--- src/rtl/gshare_branch_predictor.sv ---
// Bimodal/gshare branch predictor: PHT of saturating counters indexed by PC (optionally XOR GHR),
// speculative global history with repair on mispredict, and resolved-branch statistics.
module gshare_branch_predictor #(
  parameter int INDEX_BITS = 6,
  parameter int CTR_BITS   = 2,
  parameter int HIST_BITS  = 6,
  parameter int MODE       = 1
) (
  input  logic                            clk,
  input  logic                            rst_n,
  input  logic                            pred_valid,
  input  logic                            pred_kill,
  input  logic [31:0]                     pred_pc,
  input  logic [31:0]                     pred_offset,
  output logic [31:0]                     pred_target,
  output logic                            pred_taken,
  output logic [HIST_BITS+INDEX_BITS-1:0] pred_meta,
  input  logic                            upd_valid,
  input  logic                            upd_taken,
  input  logic                            upd_mispredict,
  input  logic [HIST_BITS+INDEX_BITS-1:0] upd_meta,
  output logic [31:0]                     stat_branches,
  output logic [31:0]                     stat_mispredicts
);

  localparam int ENTRIES = 1 << INDEX_BITS;
  localparam int META_BITS = HIST_BITS + INDEX_BITS;
  localparam logic [CTR_BITS-1:0] CTR_INIT = {1'b0, {(CTR_BITS-1){1'b1}}};
  localparam logic [CTR_BITS-1:0] CTR_MAX  = {CTR_BITS{1'b1}};
  localparam logic [CTR_BITS-1:0] CTR_MIN  = {CTR_BITS{1'b0}};
  localparam logic [CTR_BITS-1:0] CTR_ONE  = {{(CTR_BITS-1){1'b0}}, 1'b1};

  logic [CTR_BITS-1:0]   pht_r [ENTRIES];
  logic [HIST_BITS-1:0]  ghr_r;
  logic [HIST_BITS-1:0]  ghr_next_s;
  logic [INDEX_BITS-1:0] hist_idx_s;
  logic [INDEX_BITS-1:0] pred_idx_s;
  logic [INDEX_BITS-1:0] upd_idx_s;
  logic [HIST_BITS-1:0]  upd_ghr_s;
  logic                  pred_taken_s;
  logic                  pred_fire_s;
  logic                  repair_s;
  logic [31:0]           stat_branches_r;
  logic [31:0]           stat_mispredicts_r;

  // Shift one outcome into a history value; works down to a 1-bit history.
  function automatic logic [HIST_BITS-1:0] hist_shift(input logic [HIST_BITS-1:0] h, input logic b);
    logic [HIST_BITS:0] wide;
    wide = {h, b};
    return wide[HIST_BITS-1:0];
  endfunction

  // Saturating up/down step of one PHT counter.
  function automatic logic [CTR_BITS-1:0] ctr_step(input logic [CTR_BITS-1:0] c, input logic taken);
    logic [CTR_BITS-1:0] n;
    if (taken) begin
      n = (c == CTR_MAX) ? c : c + CTR_ONE;
    end else begin
      n = (c == CTR_MIN) ? c : c - CTR_ONE;
    end
    return n;
  endfunction

  assign upd_idx_s = upd_meta[INDEX_BITS-1:0];
  assign upd_ghr_s = upd_meta[META_BITS-1:INDEX_BITS];
  assign repair_s  = upd_valid & upd_mispredict;
  assign pred_fire_s = pred_valid & ~pred_kill;

  // History contribution to the index, zero-extended; bimodal mode ignores it.
  always_comb begin
    hist_idx_s = '0;
    if (MODE != 0) begin
      hist_idx_s[HIST_BITS-1:0] = ghr_r;
    end else begin
      hist_idx_s = '0;
    end
  end

  assign pred_idx_s   = pred_pc[INDEX_BITS+1:2] ^ hist_idx_s;
  assign pred_taken_s = pred_fire_s & pht_r[pred_idx_s][CTR_BITS-1];
  assign pred_taken   = pred_taken_s;
  assign pred_meta    = {ghr_r, pred_idx_s};
  assign pred_target  = pred_pc + pred_offset;

  // Next history: repair from the resolved branch beats the speculative shift of a flushed ID slot.
  always_comb begin
    ghr_next_s = ghr_r;
    if (repair_s) begin
      ghr_next_s = hist_shift(upd_ghr_s, upd_taken);
    end else if (pred_fire_s) begin
      ghr_next_s = hist_shift(ghr_r, pred_taken_s);
    end else begin
      ghr_next_s = ghr_r;
    end
  end

  // Global history register.
  always_ff @(posedge clk or negedge rst_n) begin
    if (!rst_n) begin
      ghr_r <= '0;
    end else begin
      ghr_r <= ghr_next_s;
    end
  end

  // PHT training from the entry recorded in the returned metadata; no read bypass.
  always_ff @(posedge clk or negedge rst_n) begin
    if (!rst_n) begin
      for (int i = 0; i < ENTRIES; i++) begin
        pht_r[i] <= CTR_INIT;
      end
    end else if (upd_valid) begin
      pht_r[upd_idx_s] <= ctr_step(pht_r[upd_idx_s], upd_taken);
    end else begin
      pht_r[upd_idx_s] <= pht_r[upd_idx_s];
    end
  end

  // Resolved-branch and misprediction counters, free-running with wrap.
  always_ff @(posedge clk or negedge rst_n) begin
    if (!rst_n) begin
      stat_branches_r    <= 32'd0;
      stat_mispredicts_r <= 32'd0;
    end else begin
      if (upd_valid) begin
        stat_branches_r <= stat_branches_r + 32'd1;
      end else begin
        stat_branches_r <= stat_branches_r;
      end
      if (repair_s) begin
        stat_mispredicts_r <= stat_mispredicts_r + 32'd1;
      end else begin
        stat_mispredicts_r <= stat_mispredicts_r;
      end
    end
  end

  assign stat_branches    = stat_branches_r;
  assign stat_mispredicts = stat_mispredicts_r;

endmodule

--- config.mk ---
export PLATFORM = sky130hd
export DESIGN_NAME = gshare_branch_predictor
export DESIGN_NICKNAME = d
export VERILOG_FILES = /design/src/rtl/gshare_branch_predictor.sv
export SDC_FILE = /design/constraint.sdc
export NUM_CORES = 1
export LEC_CHECK = 0
export CELL_PAD_IN_SITES_DETAIL_PLACEMENT = 1
export CELL_PAD_IN_SITES_GLOBAL_PLACEMENT = 1
export CORE_MARGIN = 4
export CORE_UTILIZATION = 45
export CTS_CLUSTER_DIAMETER = 80
export DETAILED_ROUTE_END_ITERATION = 8
export PLACE_DENSITY_LB_ADDON = 0.1
export SYNTH_ARGS = -nofsm -noshare
export SYNTH_HDL_FRONTEND = slang
export SYNTH_SLANG_ARGS = --single-unit
--- constraint.sdc ---
create_clock -name clk -period 5.4 [get_ports clk]
set_input_delay 1.08 -clock clk [delete_from_list [all_inputs] [get_ports clk]]
set_output_delay 1.08 -clock clk [all_outputs]
set_load 0.01 [all_outputs]
# Yosys cells after proc, flatten, opt, wreduce, memory -nomap -nowiden
# Cells that the tools add are included.
# Widths: inputs -> output; s select.
# word_totals
regBits,198
elab_cells,103
inputBits,83
out_inout_bits,109
# op_classes
mux,17
bitwise_logic,7
n_eq_ne,1
add_sub_neg,5
magnitude_cmp,3
n_reduce_logical,3
# ops
cell,count
$bwmux 128,2
$mux 128,1
$add 32x1->32 const B,2
$add 32x32->32,1
$bmux 2 s6,2
$mux 2,9
$ge 7x7->1 const B,2
$not 6->7,2
$demux 2 s6,1
$mux 6,2
$lt 7x1->1 const B,1
$xor 6x6->6,1
$and 1x1->1,3
$add 2x1->2 const B,1
$eq 2x2->1 const B,1
$logic_not 2->1,1
$reduce_bool 2->1,1
$sub 2x1->2 const B,1
$logic_and 1x1->1,1
$not 1->1,1

# Depth between registers and ports, before layout
# Gate-level depths: netlist of the first run.
# depth
depth_word,10
depth_mapped,13
depth_no_buf,10

# Worst setup path after synthesis of the first run
# OpenSTA, ideal clock, no wires.
# synth_timing
path_kind,input to output
from,input pred_pc[4]
to,output pred_target[31]
setup_slack_ns,1.021
arrival_ns,3.299
path_buffers,0
required_time_ns,4.320
stages,9
cell_sequence,ha_1 > nand2_1 > nor3_1 > a21oi_1 > o21a_1 > o31ai_1 > a2111oi_0 > o2111a_1 > a211oi_1
# synth_between
elab_chain_cells,1
# synth_rtl
item,line,source
"start, declared",13,"input logic [31:0] pred_pc,"
$add 32x32->32,83,assign pred_target = pred_pc + pred_offset;
"end, declared",15,"output logic [31:0] pred_target,"
# No other way between the ends.

# Worst setup path after layout of the first run
# layout_timing
from,input pred_pc[4]
to,output pred_target[29]
# Same word-level chain as after synthesis.

==> flow_metrics.tcl, run 1 <==
set metrics [dict create \
    status "finished clean" \
    syn_inst 1171 \
    die_h_um 168 \
    io_buffers 190 \
    fin_crit_ns 5.24 \
    cts.htree.levels 4 \
    grt_pass1_wl_um 58100 \
    ioPinCount 192 \
    peakVddDrop_mv 0.209 \
    max_stage_delay_ns 0.57 \
    fin_nets 1510 \
    skew_ns 0.0139 \
    fin_setup_tns_ns 0 \
    vias_per_cell 5.72 \
    synth_edf_count 0 \
    path_class "in -> out" \
    grt_pass1_vias 10600 \
    hp-class "reg -> reg" \
    drv_slew 0 \
    dpl.hpwl_um 26500 \
    syn_avg_cell_area_um2 9.79 \
    synth_top_flop_cell "dfrtp_1" \
    critPathArrivalTime_ns 4.16 \
    fin_crit_sh_pct 97.1 \
    path_clk_slew_ns 0.09 \
    die-area_mm2 0.0281 \
    ys_seq_area_share_pct 43.9 \
    start_kind "input port" \
    gp_congestion 0.884 \
    hold_violations 0 \
    antenna_found_initial 2 \
    cts_buffers 17 \
    power_leakage_uw 0.00613 \
    fmax_ghz 0.191 \
    core_mm2 0.0251 \
    syn_to_final_growth_pct 27.7 \
    core.rowCount 58 \
    layout_common_cells "clkdlybuf4s50_1, nand2_1, nor2_1" \
    setup_violations 0 \
    crit_chain "clkdlybuf4s50_1, ha_1, buf_4, nand2_1, nor3_2, a21oi_2, o21a_1, o31ai_1, buf_4, a2111oi_2, buf_4, o31a_1, a41oi_1, clkdlybuf4s50_1" \
    worstPathRequired_ns 4.32 \
    via_count 9934 \
    power_uw 5040 \
    drt_iter0_markers 634 \
    yosysWarnings 0 \
    wl_per_cell_um 21.1 \
    grt_usage_pct 25.7 \
    drc 0 \
    r2r_cells 9 \
    critPathMaxFanout 5 \
    cts-root-buf "clkbuf_16" \
    drt-total-wl_um 36700 \
    mappedNetlistNets 1288 \
    die_w_um 168 \
    start_util_pct 45.7 \
    power.density_mw_per_mm2 344 \
    synth-seq-cells 198 \
    cp-end-kind "primary output" \
    yosys.cell_types.count 68 \
    synth_area_mm2 0.0115 \
    final_common_cell "clkdlybuf4s50_1" \
    grt_overflow 0 \
    clk_path_buf_depth 2 \
    detail-route-antenna-nets 0 \
    slew_headroom_pct 36.0 \
    postSynth.asyncResetShare_pct 100 \
    clk_latency_ns 0.45 \
    dr.pass1.iters 5 \
    grt_max_degree 104 \
    drv_cap 0 \
    crit_path_frequent_cell "buf_4" \
    cts.sink_count 198 \
    drive_gt1_share_pct 17.0 \
    cpMaxStageDelayCell "clkdlybuf4s50_1" \
    tightest_slew_ns 0.960 \
    min_path_cells 1 \
    cts_tree "yes" \
]
## metal layers
layer | GRT usage [%] | vias up | share of wire, % | wire [um]
met2 | 45.0 | 250 | 51 | 18600
met4 | 8.40 | 0 | 2.9 | 1070
met5 | 0 | - | 0 | 0
li1 | - | 4647 | - | -
met1 | 33.0 | 4970 | 42 | 15600
met3 | 3.64 | 67 | 3.9 | 1440
## worst max-delay path: cells and delay by family
| family | cells | cell delay [ns] |
|---|---|---|
| adders and majority gates | 1 | 0.31 |
| buffers and inverters | 5 | 1.48 |
| and+or+nand+nor | 2 | 0.27 |
| AOI/OAI and AO/OA | 6 | 1.04 |
## stage by stage
step                setup WS, ns  instances  cell area, um2  hold slack, ns  utilization, %
global placement          -0.167       1704           14000           0.459            55.7
finish                     0.155       1738           14600           0.474            58.3
detailed placement        -0.170       1704           14000           0.466            55.7
global route             -0.0263       1738           14600           0.494            58.3
floorplan                   1.02       1171           11500           0.454               -
CTS                      0.00983       1736           14600           0.477            58.2
## timing repair
action	CTS	global route
pin swaps	1	1
endpoints found under the setup margin	6	5
buffers inserted	0	0
hold buffers	0	0
gates resized for setup	8	10
## power by group
| group | internal, uW | total, uW | switching (uW) |
|---|---|---|---|
| registers | 1860 | 2120 | 258 |
| clock network | 642 | 1340 | 694 |
| logic | 782 | 1590 | 804 |
| total | 3290 | 5040 | 1760 |
## logic make-up after synthesis
logic type	count (synthesis)	share of synthesized area [%]
multiplexers	60	8.31
XOR/XNOR	93	7.10
buffers and inverters	56	2.94
AND/OR/NAND/NOR	433	17.5
AO/OA/AOI/OAI	296	16.3
flip-flops	198	43.9
adder cells (fa/ha/maj)	35	3.87
## worst paths after layout
path | startpoint | end | slack (ns)
worst max-delay path | pred_pc[4] | pred_target[29] | 0.16
worst min-delay path | stat_branches[31]$_DFFE_PN0P_ | stat_branches[31]$_DFFE_PN0P_ | 0.47
worst max register to register | pht_r[16]$_DFFE_PN1P_ | pht_r[71]$_DFFE_PN0P_ | 2.45
worst min register to register | stat_branches[31]$_DFFE_PN0P_ | stat_branches[31]$_DFFE_PN0P_ | 0.47
max in group asynchronous | rst_n | pht_r[126]$_DFFE_PN1P_ | 3.62
min in group asynchronous | rst_n | stat_branches[20]$_DFFE_PN0P_ | 0.69
## cells in the mapped netlist (26+ instances only)
master | instances | area share [%]
a21oi_1 | 105 | 4.6
nand3_1 | 38 | 1.7
nand2_1 | 143 | 4.7
xnor2_1 | 68 | 5.2
o21ai_0 | 64 | 2.8
dfstp_2 | 64 | 15
a21o_1 | 26 | 1.7
mux4_2 | 26 | 5.1
dfrtp_1 | 134 | 29
ha_1 | 33 | 3.6
nor2_1 | 138 | 4.5
## sequential cells by signal (all words and copies together), names as in the netlist
name / count
pht_r: 128
ghr_r: 6
stat_branches: 32
stat_mispredicts: 32
## area by class of cell
type,count,area [um2]
antenna,2,5.00
clock buffer,17,425
clock inverter,15,186
fill,2819,10500
inverter,9,33.8
multi-input combinational,917,6140
sequential,198,5030
tap,330,413
timing repair buffer,250,2400
Note: power is estimated with default switching activity, not from simulation.
==> inputs of run 2 (changes only) <==
--- a/config.mk
+++ b/config.mk
@@ -5,10 +5,11 @@
 export SDC_FILE = /design/constraint.sdc
 export NUM_CORES = 1
 export LEC_CHECK = 0
+export ABC_AREA = 1
 export CELL_PAD_IN_SITES_DETAIL_PLACEMENT = 1
 export CELL_PAD_IN_SITES_GLOBAL_PLACEMENT = 1
 export CORE_MARGIN = 4
-export CORE_UTILIZATION = 45
+export CORE_UTILIZATION = 42
 export CTS_CLUSTER_DIAMETER = 80
 export DETAILED_ROUTE_END_ITERATION = 8
 export PLACE_DENSITY_LB_ADDON = 0.1
==> run 2 against run 1 <==
Net effect: cell area increased by 14%; critical endpoint is now pred_target[30]; clock power increased by 4%; worst setup slack better by 0.30 ns; highest routed layer unchanged; largest power group unchanged; critical path type unchanged; via count grew 42%; final cell count grew 60%.
==> flow_metrics.tcl, run 2 <==
set metrics [dict create \
    fillers 4372 \
    critPathMaxFanout 5 \
    synth_top_flop_cell "dfrtp_1" \
    drc 0 \
    setup_violations 0 \
    core_mm2 0.0325 \
    syn_to_final_growth_pct 21.5 \
    start_kind "input port" \
    hold_violations 0 \
    peakVddDrop_mv 0.256 \
    fin_nets 2446 \
    synth_edf_count 0 \
    tightest_slew_ns 0.835 \
    synth-simple-area-share_pct 39.3 \
    worstPathRequired_ns 4.32 \
    die-area_mm2 0.0357 \
    largest-register "pht_r" \
    yosys.area_share.adder_pct 3.14 \
    syn_inst 2161 \
    critPathArrivalTime_ns 3.87 \
    detail-route-antenna-nets 0 \
    fin_crit_ns 4.95 \
    postSynth.asyncResetShare_pct 100 \
    synth_top_cell_area_share_pct 29.1 \
    drv_slew 0 \
    clk_path_buf_depth 2 \
    layout.cells.non_filler 2784 \
    placed_area_mm2 0.0161 \
    ioPinCount 192 \
    yosys.cell_types.count 39 \
    wl_per_cell_um 17.4 \
    dpl.hpwl_um 34200 \
    synth_compound_area_share_pct 3.62 \
    skew_ns 0.0213 \
    drt-total-wl_um 48400 \
    core.rowCount 66 \
    whs_ns 0.467 \
    synthTopCellsByCount "nand2_1, inv_1, dfrtp_1" \
    seq_area_mm2 0.00503 \
    reg2reg_slack_ns 2.72 \
    vias_per_cell 5.06 \
    grt_pass1_vias 15000 \
    cts_resized 0 \
    status "finished clean" \
    stdcell_area_mm2 0.0167 \
    grt_max_degree 107 \
    synth_xor_area_share_pct 6.23 \
    drt_iter0_markers 758 \
    cts.htree.levels 4 \
    final_common_cell "nand2_1" \
    dr.pass1.iters 5 \
    yosys.area.top_type "nand2_1" \
    rsz0062_at_grt "false" \
    hp-class "reg -> reg" \
    grt_pass1_wl_um 78000 \
    syn_avg_cell_area_um2 6.37 \
    synthMuxAreaShare_pct 0 \
    gp_congestion 0.912 \
    start_util_pct 42.4 \
    power.density_mw_per_mm2 288 \
    ys_seq_area_share_pct 36.6 \
    synth-seq-cells 198 \
    path_clk_slew_ns 0.07 \
    cts_tree "yes" \
    die_h_um 189 \
    cts_buffers 17 \
    synth_top_family_by_area "simple AND/OR/NAND/NOR gates" \
    cts_hold_buf 0 \
    drv_cap 0 \
    fin_crit_sh_pct 91.6 \
    fmax_ghz 0.202 \
    cts-root-buf "clkbuf_16" \
    mappedNetlistNets 2278 \
    dp.cells 2752 \
    power_leakage_uw 0.00863 \
    largest_reg_flops 128 \
    drive_gt1_share_pct 5.42 \
    synthMostInstantiatedCell "nand2_1" \
    post-cts-setup-buffers 0 \
    min_path_cells 2 \
    slew_headroom_pct 44.3 \
    path_class "in -> out" \
    synth_area_mm2 0.0138 \
    cp-end-kind "primary output" \
    yosysWarnings 0 \
    io_buffers 190 \
    layout_common_cells "nand2_1, inv_1, clkdlybuf4s50_1" \
    grt_overflow 0 \
    clk_latency_ns 0.46 \
    fin_setup_tns_ns 0 \
    r2r_cells 15 \
    grt_usage_pct 27.1 \
    antenna_cells 0 \
    antenna_found_initial 0 \
    synth_area_leaders "nand2_1, dfrtp_1, dfstp_2, inv_1, xor2_1" \
    die_w_um 189 \
    multi_input_area_mm2 0.00720 \
    via_count 14100 \
    cts.sink_count 198 \
]
[run 2: cell types whose count changed in the layout (fill, tap and decap cells not counted), moves of 42 or more]
cell,change
a21oi_1,-68
inv_1,+245
buf_4,-43
nand2_1,+925
xor2_1,+42
nand3_1,+54
o21ai_0,-47
clkinv_1,+62
[run 2: power breakdown]
part	total, uW	switching (uW)	internal (uW)
Sequential	1940	187	1750
Combinational	1490	881	607
Clock	1390	647	747
Total	4820	1710	3110
[run 2: kinds of logic after synthesis]
group / count (synthesis)
compound gates: 84
simple gates: 1370
flops: 198
fa+ha+maj: 34
buf+inv: 378
xor+xnor: 97
[run 2: area by class of cell]
class	count	share of cell area, %
sequential	198	30.1
multi-input combinational	1585	43.0
clock inverter	14	1.05
inverter	318	7.14
tap	442	3.31
timing repair buffer	209	12.7
clock buffer	18	2.63
[run 2: worst max-delay path, cell delays in order]
cell and delay, ns:
clkdlybuf4s50_1 0.41, ha_1 0.23, fa_1 0.41, nand3_1 0.11
nand2_1 0.09, nand2_1 0.08, nand2_1 0.14, a21oi_1 0.36
o21ai_0 0.19, xor2_1 0.20, clkdlybuf4s50_1 0.57
[run 2: worst paths after layout]
kind                                       start                         endpoint
max                                   pred_pc[0]                  pred_target[30]
min in group asynchronous                  rst_n           pht_r[103]$_DFFE_PN0P_
min reg2reg                pht_r[20]$_DFFE_PN1P_            pht_r[20]$_DFFE_PN1P_
min                        pht_r[20]$_DFFE_PN1P_            pht_r[20]$_DFFE_PN1P_
max reg2reg                pht_r[29]$_DFFE_PN0P_            pht_r[19]$_DFFE_PN0P_
max in group asynchronous                  rst_n  stat_mispredicts[2]$_DFFE_PN0P_
[run 2: through the flow]
stage	setup WS (ns)	power, uW	util (%)
final	0.453	4820	51.5
after global routing	0.255	5090	51.5
after CTS	0.423	4860	51.5
after detailed placement	0.430	3450	49.6
after global placement	0.494	3400	49.6
after floorplan	1.64	2720	-
[run 2: layer usage]
metal	GRT usage (%)	part of all wire (%)	vias to the layer above
met1	33.4	42	6935
li1	-	-	6820
met5	0	0	-
met4	7.82	2.6	0
met2	49.2	51	266
met3	3.91	3.6	72
==> inputs of run 3 (changes only) <==
--- a/config.mk
+++ b/config.mk
@@ -12,7 +12,7 @@
 export CORE_UTILIZATION = 42
 export CTS_CLUSTER_DIAMETER = 80
 export DETAILED_ROUTE_END_ITERATION = 8
-export PLACE_DENSITY_LB_ADDON = 0.1
+export PLACE_DENSITY = 0.85
 export SYNTH_ARGS = -nofsm -noshare
 export SYNTH_HDL_FRONTEND = slang
 export SYNTH_SLANG_ARGS = --single-unit
==> run 3 against run 2 <==
Net effect: cell area hardly changed; clock power decreased by 3%; highest routed layer unchanged; critical endpoint unchanged; critical path type unchanged; sequential share of layout area about the same; largest cell class unchanged; via count rose by 0.80%.
==> flow_metrics.tcl, run 3 (synthesis results as in run 2) <==
set metrics [dict create \
    rsz0062_at_grt "false" \
    seqPwrFrac_pct 40.4 \
    cts_tree "yes" \
    worstPathRequired_ns 4.32 \
    drt_iter0_markers 791 \
    hp-class "reg -> reg" \
    cts_buffers 17 \
    syn_to_final_growth_pct 21.4 \
    vias_per_cell 5.10 \
    critPathArrivalTime_ns 3.99 \
    clk_path_buf_depth 2 \
    largest_reg_flops 128 \
    fin_setup_tns_ns 0 \
    ioPinCount 192 \
    critPathMaxFanout 5 \
    fin_crit_ns 5.07 \
    path_class "in -> out" \
    drv_slew 0 \
    fin_nets 2443 \
    setup_violations 0 \
    drt-total-wl_um 49000 \
    clkPwrFrac_pct 28.2 \
    layout_common_cells "nand2_1, inv_1, clkdlybuf4s50_1" \
    core.rowCount 66 \
    stdcell_area_mm2 0.0167 \
    post-cts-setup-buffers 0 \
    final_util_pct 51.5 \
    peakVddDrop_mv 0.242 \
    antenna_found_initial 2 \
    tightest_slew_ns 0.929 \
    placed_area_mm2 0.0161 \
    cts_resized 0 \
    cts-root-buf "clkbuf_16" \
    dr.pass1.iters 5 \
    drv_cap 0 \
    combPwrFrac_pct 31.3 \
    layout.cells.non_filler 2783 \
    pre_cts_ws_ns 0.318 \
    final_common_cell "nand2_1" \
    fin_crit_sh_pct 93.9 \
    power.switching_uw 1710 \
    internal-power_uw 3080 \
    slew_headroom_pct 38.1 \
    grt_pass1_wl_um 78800 \
    wl_per_cell_um 17.6 \
    die_w_um 189 \
    detail-route-antenna-nets 0 \
    cts_hold_buf 0 \
    drc 0 \
    grt_pass1_vias 15200 \
    skew_ns 0.0123 \
    power.density_mw_per_mm2 286 \
    fin_ws_ns 0.331 \
    path_clk_slew_ns 0.08 \
    cts.htree.levels 4 \
    clk_latency_ns 0.46 \
    core_mm2 0.0325 \
    cp-end-kind "primary output" \
    die-area_mm2 0.0357 \
    switching_share_pct 35.7 \
    start_kind "input port" \
    hold_violations 0 \
    largest-register "pht_r" \
    dp.cells 2749 \
    power_leakage_uw 0.00863 \
    grt_usage_pct 27.2 \
    fmax_ghz 0.197 \
    die_h_um 189 \
    io_buffers 190 \
    grt_overflow 0 \
    grt_max_degree 102 \
    cts.sink_count 198 \
    status "finished clean" \
    drive_gt1_share_pct 5.26 \
    gp_congestion 0.944 \
    dpl.hpwl_um 34500 \
    start_util_pct 42.4 \
    via_count 14200 \
]
==> run 3: cell type report <==
cell class / instances / area [um2]
Antenna cell: 2 / 5.00
Timing Repair Buffer: 206 / 2130
Inverter: 318 / 1190
Sequential cell: 198 / 5030
Clock buffer: 20 / 457
Clock inverter: 12 / 143
Fill cell: 4301 / 15700
Tap cell: 442 / 553
Multi-Input combinational cell: 1585 / 7200
==> run 3: routing by layer <==
metal	GRT usage [%]	wire length [um]	vias to the layer above
met5	0	0	-
met4	10.6	1680	0
met3	3.58	2350	105
met2	47.5	24100	355
met1	34.4	20900	6907
li1	-	-	6839
==> run 3: worst max-delay path, stage by stage <==
cell and delay [ns]:
clkdlybuf4s50_1 0.41, ha_1 0.24, fa_1 0.41, nand3_1 0.10
nand2_1 0.10, nand2_1 0.10, nand2_1 0.16, a21oi_1 0.44
o21ai_0 0.21, xor2_1 0.16, clkdlybuf4s50_1 0.57
==> run 3: path summary, 6_finish.rpt <==
kind / start / to / slack [ns] / depth (start not counted)
min in group asynchronous: rst_n / pht_r[101]$_DFFE_PN0P_ / 0.73 / 1
max in group asynchronous: rst_n / stat_mispredicts[10]$_DFFE_PN0P_ / 3.58 / 2
worst max register to register: pht_r[24]$_DFFE_PN1P_ / pht_r[86]$_DFFE_PN1P_ / 2.72 / 16
worst max-delay path: pred_pc[0] / pred_target[30] / 0.33 / 11
worst min-delay path: pht_r[68]$_DFFE_PN1P_ / pht_r[68]$_DFFE_PN1P_ / 0.47 / 2
worst min register to register: pht_r[68]$_DFFE_PN1P_ / pht_r[68]$_DFFE_PN1P_ / 0.47 / 2
==> run 3: per-stage QoR <==
step / power, uW / hold slack, ns
3_5_place_dp: 3450 / 0.458
5_1_grt: 5050 / 0.481
6_report: 4780 / 0.467
2_1_floorplan: 2720 / 0.447
4_1_cts: 4820 / 0.470
3_3_place_gp: 3400 / 0.453
==> run 3: power by group through the flow <==
stage          logic (uW)  registers [uW]  clock network, uW
3_3_place_gp         1460            1940                  0
3_5_place_dp         1500            1960                  0
2_1_floorplan         791            1930                  0
6_report             1500            1930               1350
5_1_grt              1650            1970               1440
4_1_cts              1510            1930               1380
